[config.mk]
export PLATFORM = sky130hd
export DESIGN_NAME = exec_unit_sequencer
export DESIGN_NICKNAME = d
export VERILOG_FILES = /design/src/rtl/exec_unit_sequencer_pkg.sv /design/src/rtl/exec_unit_sequencer_lat_lookup.sv /design/src/rtl/exec_unit_sequencer.sv
export SDC_FILE = /design/constraint.sdc
export NUM_CORES = 1
export LEC_CHECK = 0
export BUFFER_PORTS_ARGS = -buffer_cell sky130_fd_sc_hd__buf_4
export CELL_PAD_IN_SITES_DETAIL_PLACEMENT = 2
export CELL_PAD_IN_SITES_GLOBAL_PLACEMENT = 2
export CORE_MARGIN = 4
export CORE_UTILIZATION = 34
export DETAILED_ROUTE_END_ITERATION = 6
export PLACE_DENSITY_LB_ADDON = 0.1
export SYNTH_ARGS = -nofsm -noshare
export SYNTH_HDL_FRONTEND = slang
export SYNTH_HIERARCHICAL = 1
export SYNTH_SLANG_ARGS = --single-unit
export TNS_END_PERCENT = 30
[constraint.sdc]
create_clock -name clk -period 2.5 [get_ports clk]
set_input_delay 0.125 -clock clk [delete_from_list [all_inputs] [get_ports clk]]
set_output_delay 0.125 -clock clk [all_outputs]
set_load 0.03 [all_outputs]
[src/rtl/exec_unit_sequencer_pkg.sv]
// exec_unit_sequencer_pkg: unit/state enums and opcode encodings shared by the sequencer and its lookup
package exec_unit_sequencer_pkg;
  typedef enum logic [2:0] {UNIT_NONE, UNIT_MUL, UNIT_DIV, UNIT_FADD, UNIT_FMUL, UNIT_FINV, UNIT_FSQRT} unit_e;
  typedef enum logic [1:0] {IDLE, BUSY, DONE} state_e;
  localparam logic [1:0] OP_IMM  = 2'b00;
  localparam logic [1:0] OP_FUNC = 2'b01;
  localparam logic [1:0] OP_FPU  = 2'b10;
  localparam logic [3:0] FUNC_ADD  = 4'd0;
  localparam logic [3:0] FUNC_SUB  = 4'd1;
  localparam logic [3:0] FUNC_MULT = 4'd2;
  localparam logic [3:0] FUNC_DIV  = 4'd3;
  localparam logic [3:0] FPU_ADD  = 4'd0;
  localparam logic [3:0] FPU_SUB  = 4'd1;
  localparam logic [3:0] FPU_MUL  = 4'd2;
  localparam logic [3:0] FPU_INV  = 4'd3;
  localparam logic [3:0] FPU_SQRT = 4'd4;
  localparam logic [3:0] FPU_NEG  = 4'd5;
endpackage

[src/rtl/exec_unit_sequencer_lat_lookup.sv]
// exec_lat_lookup: maps a decoded (op_type, instr) to its execution unit and fixed latency; 0 means single-cycle
module exec_lat_lookup
  import exec_unit_sequencer_pkg::*;
#(
  parameter int LAT_MUL   = 2,
  parameter int LAT_DIV   = 36,
  parameter int LAT_FADD  = 3,
  parameter int LAT_FMUL  = 2,
  parameter int LAT_FINV  = 4,
  parameter int LAT_FSQRT = 4,
  parameter int CNT_W     = 6
) (
  input  logic [1:0]       op_type,
  input  logic [3:0]       instr,
  output unit_e            unit,
  output logic [CNT_W-1:0] lat
);
  always_comb begin
    unit = UNIT_NONE;
    lat  = '0;
    case ({op_type, instr})
      {OP_FUNC, FUNC_MULT}: begin unit = UNIT_MUL;   lat = CNT_W'(LAT_MUL);   end
      {OP_FUNC, FUNC_DIV}:  begin unit = UNIT_DIV;   lat = CNT_W'(LAT_DIV);   end
      {OP_FPU, FPU_ADD},
      {OP_FPU, FPU_SUB}:    begin unit = UNIT_FADD;  lat = CNT_W'(LAT_FADD);  end
      {OP_FPU, FPU_MUL}:    begin unit = UNIT_FMUL;  lat = CNT_W'(LAT_FMUL);  end
      {OP_FPU, FPU_INV}:    begin unit = UNIT_FINV;  lat = CNT_W'(LAT_FINV);  end
      {OP_FPU, FPU_SQRT}:   begin unit = UNIT_FSQRT; lat = CNT_W'(LAT_FSQRT); end
      default: ;
    endcase
  end
endmodule

[src/rtl/exec_unit_sequencer.sv]
// exec_unit_sequencer: stalls the pipeline for a multi-cycle op's exact latency, then pulses done
module exec_unit_sequencer
  import exec_unit_sequencer_pkg::*;
#(
  parameter int LAT_MUL   = 2,
  parameter int LAT_DIV   = 36,
  parameter int LAT_FADD  = 3,
  parameter int LAT_FMUL  = 2,
  parameter int LAT_FINV  = 4,
  parameter int LAT_FSQRT = 4,
  parameter int CNT_W     = 6
) (
  input  logic        clk,
  input  logic        rstn,
  input  logic        start,
  input  logic        hazard,
  input  logic        flush,
  input  logic [1:0]  op_type,
  input  logic [3:0]  instr,
  input  logic        stat_clr,
  output logic        busy,
  output logic        done,
  output unit_e       unit_sel,
  output logic [31:0] stall_cycles
);
  localparam logic [CNT_W-1:0] CNT_ONE = CNT_W'(1);
  state_e           state_q, state_d;
  logic [CNT_W-1:0] cnt_q, cnt_d, lat;
  unit_e            unit, unit_sel_q, unit_sel_d;
  logic             done_q, done_d, accept;
  logic [31:0]      stall_q, stall_d;
  exec_lat_lookup #(
    .LAT_MUL(LAT_MUL), .LAT_DIV(LAT_DIV), .LAT_FADD(LAT_FADD), .LAT_FMUL(LAT_FMUL),
    .LAT_FINV(LAT_FINV), .LAT_FSQRT(LAT_FSQRT), .CNT_W(CNT_W)
  ) u_lookup (
    .op_type(op_type),
    .instr(instr),
    .unit(unit),
    .lat(lat)
  );
  // cnt counts the busy cycles still owed after the current one; the accept cycle itself is the first
  always_comb begin
    accept = rstn & start & ~hazard & ~flush & (lat != '0) & (state_q != BUSY);
    busy = accept | (state_q == BUSY);
    state_d = state_q;
    cnt_d = cnt_q;
    if (flush) begin
      state_d = IDLE;
      cnt_d = '0;
    end else if (accept) begin
      state_d = (lat == CNT_ONE) ? DONE : BUSY;
      cnt_d = lat - CNT_ONE;
    end else if (state_q == BUSY) begin
      state_d = (cnt_q == CNT_ONE) ? DONE : BUSY;
      cnt_d = cnt_q - CNT_ONE;
    end else begin
      state_d = IDLE;
    end
    done_d = (state_d == DONE);
    unit_sel_d = accept ? unit : unit_sel_q;
    stall_d = stat_clr ? '0 : (busy && stall_q != '1) ? stall_q + 32'd1 : stall_q;
  end
  always_ff @(posedge clk or negedge rstn) begin
    if (!rstn) begin
      state_q <= IDLE;
      cnt_q <= '0;
      done_q <= 1'b0;
      unit_sel_q <= UNIT_NONE;
      stall_q <= '0;
    end else begin
      state_q <= state_d;
      cnt_q <= cnt_d;
      done_q <= done_d;
      unit_sel_q <= unit_sel_d;
      stall_q <= stall_d;
    end
  end
  assign done = done_q;
  assign unit_sel = unit_sel_q;
  assign stall_cycles = stall_q;
endmodule

== Word-level counts from Yosys, hierarchy flattened ==
Index checks and enable logic that the tools add are counted.

* Muxes and demuxes: 12
* Equal/unequal tests: 13
* Add/subtract/negate cells: 3
* Reductions and logical operators: 7
* Bitwise gates (word level): 8

{| class="wikitable"
|+ Operator list
! cell !! count
|-
| $mux W32 || 2
|-
| $add A32 B1 Y32 const B || 1
|-
| $ne A32 B32 Y1 const B || 1
|-
| $eq A6 B6 Y1 const B || 5
|-
| $pmux W6 S4 || 1
|-
| $mux W6 || 3
|-
| $pmux W3 S6 || 1
|-
| $eq A6 B1 Y1 const B || 2
|-
| $eq A6 B5 Y1 const B || 2
|-
| $sub A6 B1 Y6 const B || 2
|-
| $mux W2 || 5
|-
| $reduce_bool A6 Y1 || 1
|-
| $reduce_or A2 Y1 || 3
|-
| $and A1 B1 Y1 || 5
|-
| $reduce_bool A3 Y1 || 1
|-
| $eq A2 B1 Y1 const B || 1
|-
| $eq A2 B2 Y1 const B || 1
|-
| $ne A2 B1 Y1 const B || 1
|-
| $not A1 Y1 || 2
|-
| $reduce_bool A2 Y1 || 1
|-
| $logic_and A1 B1 Y1 || 1
|-
| $or A1 B1 Y1 || 1
|}

* Input port bits: 12
* Output and inout port bits: 37
* Bits in registers: 44

== Logic depth before layout (Yosys ltp) ==
Gate-level depths: netlist of the first run.

* Depth in word-level cells: 10
* Gate-level depth with buffers: 11
* Mapped depth without buffers: 10

== Cells and area by module ==
The synthesis of the first run kept the hierarchy.

{| class="wikitable"
|+ By module, submodules not included
! module !! times used !! cells each !! area each (sq um)
|-
| exec_unit_sequencer || 1 || 284 || 2,553.7
|-
| exec_lat_lookup || 1 || 25 || 172.7
|}

== Least setup slack after synthesis of the first run ==
Ideal clock, no wire load.

* Path type: register -> register
* From: register stall_q[0], in the netlist stall_cycles[0]
* To: register stall_q[1], in the netlist stall_cycles[1]
* Path slack: 0.139 ns
* Stages on the path, launching flop included: 9
* Data arrival time: 2.229 ns
* Data required time: 2.368 ns
* Buffers on the path: 2
* Clock period less this slack: 2.361 ns
* Cells stage by stage: dfrtp_1 > ha_1 > nand4_1 > or4_4 > o22ai_4 > buf_6 > buf_6 > mux2i_1 > nor2_1

* Word-level cells in the longest chain between the ends: 3
* Elaborated cells between the ends (all ways): 6
* Classes of those cells: 1 x add/sub; 1 x eq/ne; 2 x mux; 2 x reduce/logical

{| class="wikitable"
|+ Ends and longest elaborated chain
! element !! line !! text
|-
| start: declaration || exec_unit_sequencer.sv:31 || <nowiki>logic [31:0] stall_q, stall_d;</nowiki>
|-
| start signal: assignment || exec_unit_sequencer.sv:75 || <nowiki>stall_q <= stall_d;</nowiki>
|-
| $add A32 B1 Y32 / $ne A32 B32 Y1 (equally long branches) || exec_unit_sequencer.sv:61 || <nowiki>stall_d = stat_clr ? '0 : (busy && stall_q != '1) ? stall_q + 32'd1 : stall_q;</nowiki>
|-
| $mux W32 / $logic_and A1 B1 Y1 (equally long branches) || exec_unit_sequencer.sv:61 ||
|-
| $mux W32 / $reduce_bool A2 Y1 (equally long branches) || n/a ||
|}

Several ways; a longest one is shown, not always the timed one. The select of a mux whose other input is x is not followed.
A chain may end at the register's enable or synchronous reset.

== Final worst setup path of the first run ==
Ends and elaborated chain as after synthesis.

==> results of run 1 <==
==> registers in the layout, indices dropped and copies added (netlist names) <==
register	count
stall_cycles	32
cnt_q	6
unit_sel	3
state_q	2
done	1
==> cell usage after synthesis (2+ instances only) <==
| library cell | number | area [um^2] |
|---|---|---|
| dfrtp_1 | 44 | 1100 |
| a21oi_1 | 35 | 175 |
| nand2_1 | 22 | 82.6 |
| nor2_1 | 20 | 75.1 |
| or3_1 | 20 | 125 |
| o21ai_0 | 18 | 90.1 |
| nand4_1 | 16 | 100 |
| nand3_1 | 13 | 65.1 |
| nor3_1 | 9 | 45.0 |
| o21ai_1 | 8 | 40.0 |
| clkbuf_1 | 7 | 26.3 |
| inv_1 | 7 | 26.3 |
| o31ai_1 | 7 | 52.6 |
| or4_1 | 7 | 52.6 |
| mux2_2 | 6 | 67.6 |
| nor4_1 | 6 | 37.5 |
| ha_1 | 5 | 62.6 |
| nor2b_1 | 5 | 31.3 |
| nor3b_1 | 5 | 37.5 |
| mux2i_1 | 4 | 40.0 |
| xor2_1 | 4 | 35.0 |
| and3_1 | 3 | 18.8 |
| buf_2 | 3 | 15.0 |
| nand2b_1 | 3 | 18.8 |
| xnor2_1 | 3 | 26.3 |
| a21oi_2 | 2 | 17.5 |
| and2_0 | 2 | 12.5 |
| buf_4 | 2 | 15.0 |
| buf_6 | 2 | 22.5 |
| nor4_2 | 2 | 25.0 |
| or4_4 | 2 | 22.5 |
==> worst max-delay path by stage <==
stage	start	endpoint	slack, ns	cells after the start
2_1_floorplan	stall_cycles[0]	stall_cycles[1]	0.14	8
3_3_place_gp	instr[1]	stall_cycles[22]	0.01	9
3_5_place_dp	op_type[0]	stall_cycles[10]	-0.12	10
4_1_cts	op_type[0]	stall_cycles[22]	0.09	9
5_1_grt	stall_cycles[0]	stall_cycles[1]	0.01	8
6_report	stall_cycles[0]	stall_cycles[1]	0.11	8
==> kinds of logic after synthesis <==
group | Yosys count | share of synthesized area [%]
buffers and inverters | 21 | 3.85
AO/OA/AOI/OAI | 77 | 16.5
XOR/XNOR | 7 | 2.25
flip-flops | 44 | 40.4
adder cells (fa/ha/maj) | 5 | 2.29
multiplexers | 11 | 4.50
other | 1 | 0.138
AND/OR/NAND/NOR | 143 | 30.1
==> cell type report <==
class	instances	area, um^2
timing repair buffer	94	708
clock buffer	6	72.6
inverter	7	26.3
sequential	44	1100
tap	102	128
fill	892	4180
multi-input combinational	246	1550
clock inverter	1	5.00
==> power by group through the flow <==
stage	combinational [mW]	sequential (mW)	clock, mW
floorplan	0.0999	0.753	0
global placement	0.186	0.744	0
detailed placement	0.192	0.745	0
CTS	0.195	0.731	0.448
global route	0.217	0.733	0.480
finish	0.195	0.731	0.433
==> worst reg2reg max path: stages, from the launching register on <==
cell and delay (ns):
dfrtp_1 0.40, ha_1 0.22, nand4_1 0.15, or4_4 0.62
o22ai_4 0.32, buf_4 0.21, buf_4 0.12, mux2i_1 0.17
nor2_1 0.05
==> metrics by stage <==
step	setup WS (ns)	power (mW)	instance area (um^2)	setup TNS, ns
global placement	0.0138	0.931	3470	0
finish	0.114	1.36	3590	0
floorplan	0.139	0.853	2730	0
detailed placement	-0.120	0.937	3470	-1.81
global route	0.0117	1.43	3590	0
CTS	0.0907	1.37	3570	0
==> routing by layer <==
layer | up-vias | GRT usage (%) | part of all wire [%]
li1 | 1330 | - | -
met1 | 1448 | 29.3 | 48
met2 | 48 | 34.5 | 49
met3 | 8 | 2.66 | 2.6
met4 | 0 | 3.19 | 0.74
met5 | - | 0 | 0
==> timing repair <==
item,CTS,global route
buffers inserted,0,1
hold endpoints to repair,11,0
gates resized for setup,0,2
pin swaps,1,3
cloned,1,0
endpoints found under the setup margin,1,23
hold buffers,1,0
==> metrics.cfg, run 1 <==
[synth]
synthCells = 309
dominantRegCellSynth = dfrtp_1
synth_seq_area_share_pct = 40.4
synth_edf_count = 0
ys_warn_count = 6
yosys.cell_types.count = 48
async_flop_share_pct = 100
syn_avg_cell_area_um2 = 8.82
netlist_area_um2 = 2730
ys_ff_latch = 44

[power_and_ir_drop]
p_int_mw = 0.990
pwr-share-seq_pct = 53.8
leakagePower_nw = 1.51
p_sw_mw = 0.369
switching_share_pct = 27.2
p_comb_share_pct = 14.4
power_frac_clock_pct = 31.9
peakVddDrop_mv = 0.164
p_per_area_nw_per_um2 = 379

[placement]
routabilityCongestion = 0.768
place_hpwl_um = 7100
placed_cells = 490
numPortBuffers = 48

[floorplanning]
ioPinCount = 49
die_w_um = 97.5
rows = 32
start_util_pct = 35.1
coreArea_um2 = 7770
die_h_um = 97.5
dieArea_um2 = 9520

[drt]
drt_iter0_markers = 52
drtAntennaViolNets = 0
dr.pass1.iters = 4
drt_wl_total_um = 9720
drc = 0
post_drt_wl_per_cell_um = 19.4
viasPerCell = 5.67
vias = 2834

[worst_setup_path]
slowest_stage = or4_4
arrival_ns = 2.56
cp_top_family = simple AND/OR/NAND/NOR gates
rr_startpoint = stall_cycles[0]
cpMostUsedCell = buf_4
end_kind = flop
path_max_fanout = 10
crit_buf_inv = 2
crit_type = reg -> reg
critical-path-max-stage-delay_ns = 0.62
path_cells = ha_1, nand4_1, or4_4, o22ai_4, buf_4, buf_4, mux2i_1, nor2_1
r2r-end = stall_cycles[1]
crit_required_ns = 2.67
crit_path_start_kind = flop
ff2ff_path_depth = 8
r2r_setup_slack_ns = 0.11

[timing]
fmax_mhz = 419
slew_headroom_pct = 55.1
worstMarginPinSlew_ns = 0.672
setup_viol = 0
rsz0062_at_grt = false
min_period_over_period_pct = 95.4
min_period_ns = 2.39
hold_ws_ns = 0.0869
clock-skew-final_ns = 0.0101
drv_slew = 0
hold_viol = 0

[min_path]
whs_endpoint = state_q[1]
hold_path.class = in -> reg
holdPathStages = 2
hold_start = flush

[clocking]
cts_htree_levels = 2
cts_sinks = 44
cts_tree = built
cts_root_buffer = clkbuf_8
clk_path_buf_depth = 2
clkSlewWorstSetupHoldPaths_ns = 0.09
clk_latency_ns = 0.30
cts_buffers = 5

[global_routing]
gr-total-overflow = 0
grt_pass1_vias = 3045
antenna_found_initial = 0
grt_usage_pct = 20.7
grt_pass1_wl_um = 16200
grt_max_degree = 45

[finish]
mostFrequentLayoutCells = buf_4, dfrtp_1, a21oi_1, nand2_1
layout_commonest_cell = buf_4
syn2layout_area_growth_pct = 31.5
diodes = 0
nNetsFinal = 415
final_core_util_pct = 46.2
fin_cells = 500
drive_above_1_share_pct = 29.4

[flow_run]
drv_cap = 0

[status]
status = finished, final reports clean

Power figures use the tool's default switching activity.
==> inputs of run 2 (changes only) <==
--- a/config.mk
+++ b/config.mk
@@ -11,7 +11,8 @@
 export CORE_MARGIN = 4
 export CORE_UTILIZATION = 34
 export DETAILED_ROUTE_END_ITERATION = 6
-export PLACE_DENSITY_LB_ADDON = 0.1
+export MAX_ROUTING_LAYER = met4
+export PLACE_DENSITY = 0.8
 export SYNTH_ARGS = -nofsm -noshare
 export SYNTH_HDL_FRONTEND = slang
 export SYNTH_HIERARCHICAL = 1
==> run 2 against run 1 <==
Compared with the run above:
- setup slack worse by 0.025 ns
- via count is 4.5% lower
- cell count shrank 3.4%
- sequential share of layout area is 0.95 points higher
- sequential power barely moved
- hold slack lost 0.018 ns
- fmax decreased by 1.1%
- register-to-register slack got worse by 0.03 ns
- first-iteration DRC count increased by 140%
- final area shrank 3.0%
- critical path type unchanged
- critical endpoint is now stall_cycles[28]
- highest routed layer unchanged
==> metrics.cfg, run 2 (synthesis results as in run 1) <==
[timing]
worstMarginPinSlew_ns = 0.581
setup_viol = 0
hold_viol = 0
slew_headroom_pct = 61.2
worst_slack_ns = 0.0885
min_period_over_period_pct = 96.5
drv_slew = 0
fmax_mhz = 415
hold_ws_ns = 0.0685
min_period_ns = 2.41
clock-skew-final_ns = 0.0149

[clocking]
cts_tree = built
cts_buffers = 5
cts_htree_levels = 2
clk_latency_ns = 0.31
clk_path_buf_depth = 2
cts_sinks = 44
clkSlewWorstSetupHoldPaths_ns = 0.10
cts_root_buffer = clkbuf_8

[min_path]
hold_path.class = in -> reg
holdPathStages = 2

[floorplanning]
rows = 32
coreArea_um2 = 7770
die_h_um = 97.5
dieArea_um2 = 9520
ioPinCount = 49
die_w_um = 97.5
start_util_pct = 35.1

[placement]
place_hpwl_um = 6450
routabilityCongestion = 0.793
place_area_um2 = 3330
numPortBuffers = 48
placed_cells = 472
preCtsSetupSlack_ns = -0.0818

[worst_setup_path]
crit_type = reg -> reg
crit_required_ns = 2.71
ff2ff_path_depth = 5
end_kind = flop
arrival_ns = 2.62
crit_path_start_kind = flop
path_max_fanout = 5

[power_and_ir_drop]
peakVddDrop_mv = 0.207
switching_share_pct = 26.2
leakagePower_nw = 1.44
power_frac_clock_pct = 38.0
finalPower_mw = 1.48
p_per_area_nw_per_um2 = 425
pwr-share-seq_pct = 49.4
p_int_mw = 1.09
p_comb_share_pct = 12.6
p_sw_mw = 0.387

[drt]
drtAntennaViolNets = 0
drc = 0
viasPerCell = 5.60
dr.pass1.iters = 4
post_drt_wl_per_cell_um = 18.5
vias = 2706
drt_iter0_markers = 124
drt_wl_total_um = 8940

[finish]
seqCellArea_um2 = 1100
fin_cells = 483
largest_reg_flops = 32
fill_cells = 884
mostFrequentLayoutCells = buf_4, dfrtp_1, a21oi_1, nand2_1
syn2layout_area_growth_pct = 27.6
layout_commonest_cell = buf_4
diodes = 0
fin_area_um2 = 3480
nNetsFinal = 397
multi_input_area_um2 = 1530
drive_above_1_share_pct = 26.2

[global_routing]
gr-total-overflow = 0
grt_pass1_wl_um = 15200
grt_usage_pct = 19.7
grt_max_degree = 45
grt_pass1_vias = 3014
antenna_found_initial = 0

[status]
status = finished, final reports clean

[flow_run]
drv_cap = 0

run 2: changes by cell type in the layout (fill, tap and decap cells not counted):
| cell | before | now |
|---|---|---|
| buf_4 | 93 | 75 |
| a2111oi_0 | 0 | 1 |
| a2111oi_1 | 1 | 0 |
| bufinv_16 | 0 | 1 |
| o22ai_2 | 1 | 0 |
| buf_6 | 0 | 1 |
run 2: area by class of cell:
| cell class | instances | share of cell area [%] |
|---|---|---|
| Tap cell | 102 | 3.67 |
| Sequential cell | 44 | 31.7 |
| Clock inverter | 2 | 1.01 |
| Multi-Input combinational cell | 245 | 44.0 |
| Clock buffer | 6 | 2.09 |
| Timing Repair Buffer | 77 | 16.8 |
| Inverter | 7 | 0.755 |
run 2: timing repair:
action	CTS	global route
setup endpoints to repair	0	19
hold buffers	1	0
endpoints found under the hold margin	44	0
gates resized for setup	0	2
setup buffers	0	2
run 2: through the flow:
| step | util, % | TNS, ns |
|---|---|---|
| 6_report | 44.8 | 0 |
| 5_1_grt | 44.8 | -0.00239 |
| 4_1_cts | 44.4 | 0 |
| 3_5_place_dp | 42.9 | -0.602 |
| 3_3_place_gp | 42.9 | -0.0316 |
| 2_1_floorplan | - | 0 |
run 2: worst paths after layout:
| kind | start | endpoint | slack, ns |
|---|---|---|---|
| min reg2reg | unit_sel[2] | unit_sel[2] | 0.52 |
| max in group asynchronous | rstn | cnt_q[0] | 1.59 |
| max reg2reg | stall_cycles[0] | stall_cycles[28] | 0.09 |
| min | flush | cnt_q[4] | 0.07 |
| min in group asynchronous | rstn | stall_cycles[18] | 0.51 |
| max | stall_cycles[0] | stall_cycles[28] | 0.09 |
run 2: power groups by stage:
stage | sequential [mW] | combinational, mW | clock, mW
after floorplan | 0.753 | 0.0999 | 0
after CTS | 0.731 | 0.185 | 0.574
after detailed placement | 0.745 | 0.183 | 0
final | 0.731 | 0.187 | 0.561
after global routing | 0.733 | 0.210 | 0.610
after global placement | 0.744 | 0.176 | 0
run 2: critical path, stage by stage, from the launching register on:
cell	delay [ns]
dfrtp_1	0.38
ha_1	0.21
nand4_1	0.23
or4_4	0.66
nor4_1	0.44
mux2_2	0.39
run 2: layer usage:
layer	track usage, %	part of all wire [%]	up-vias
met3	3.30	2.9	8
li1	-	-	1287
met4	4.47	0.95	0
met2	32.6	50	46
met5	-	0	-
met1	25.4	46	1365
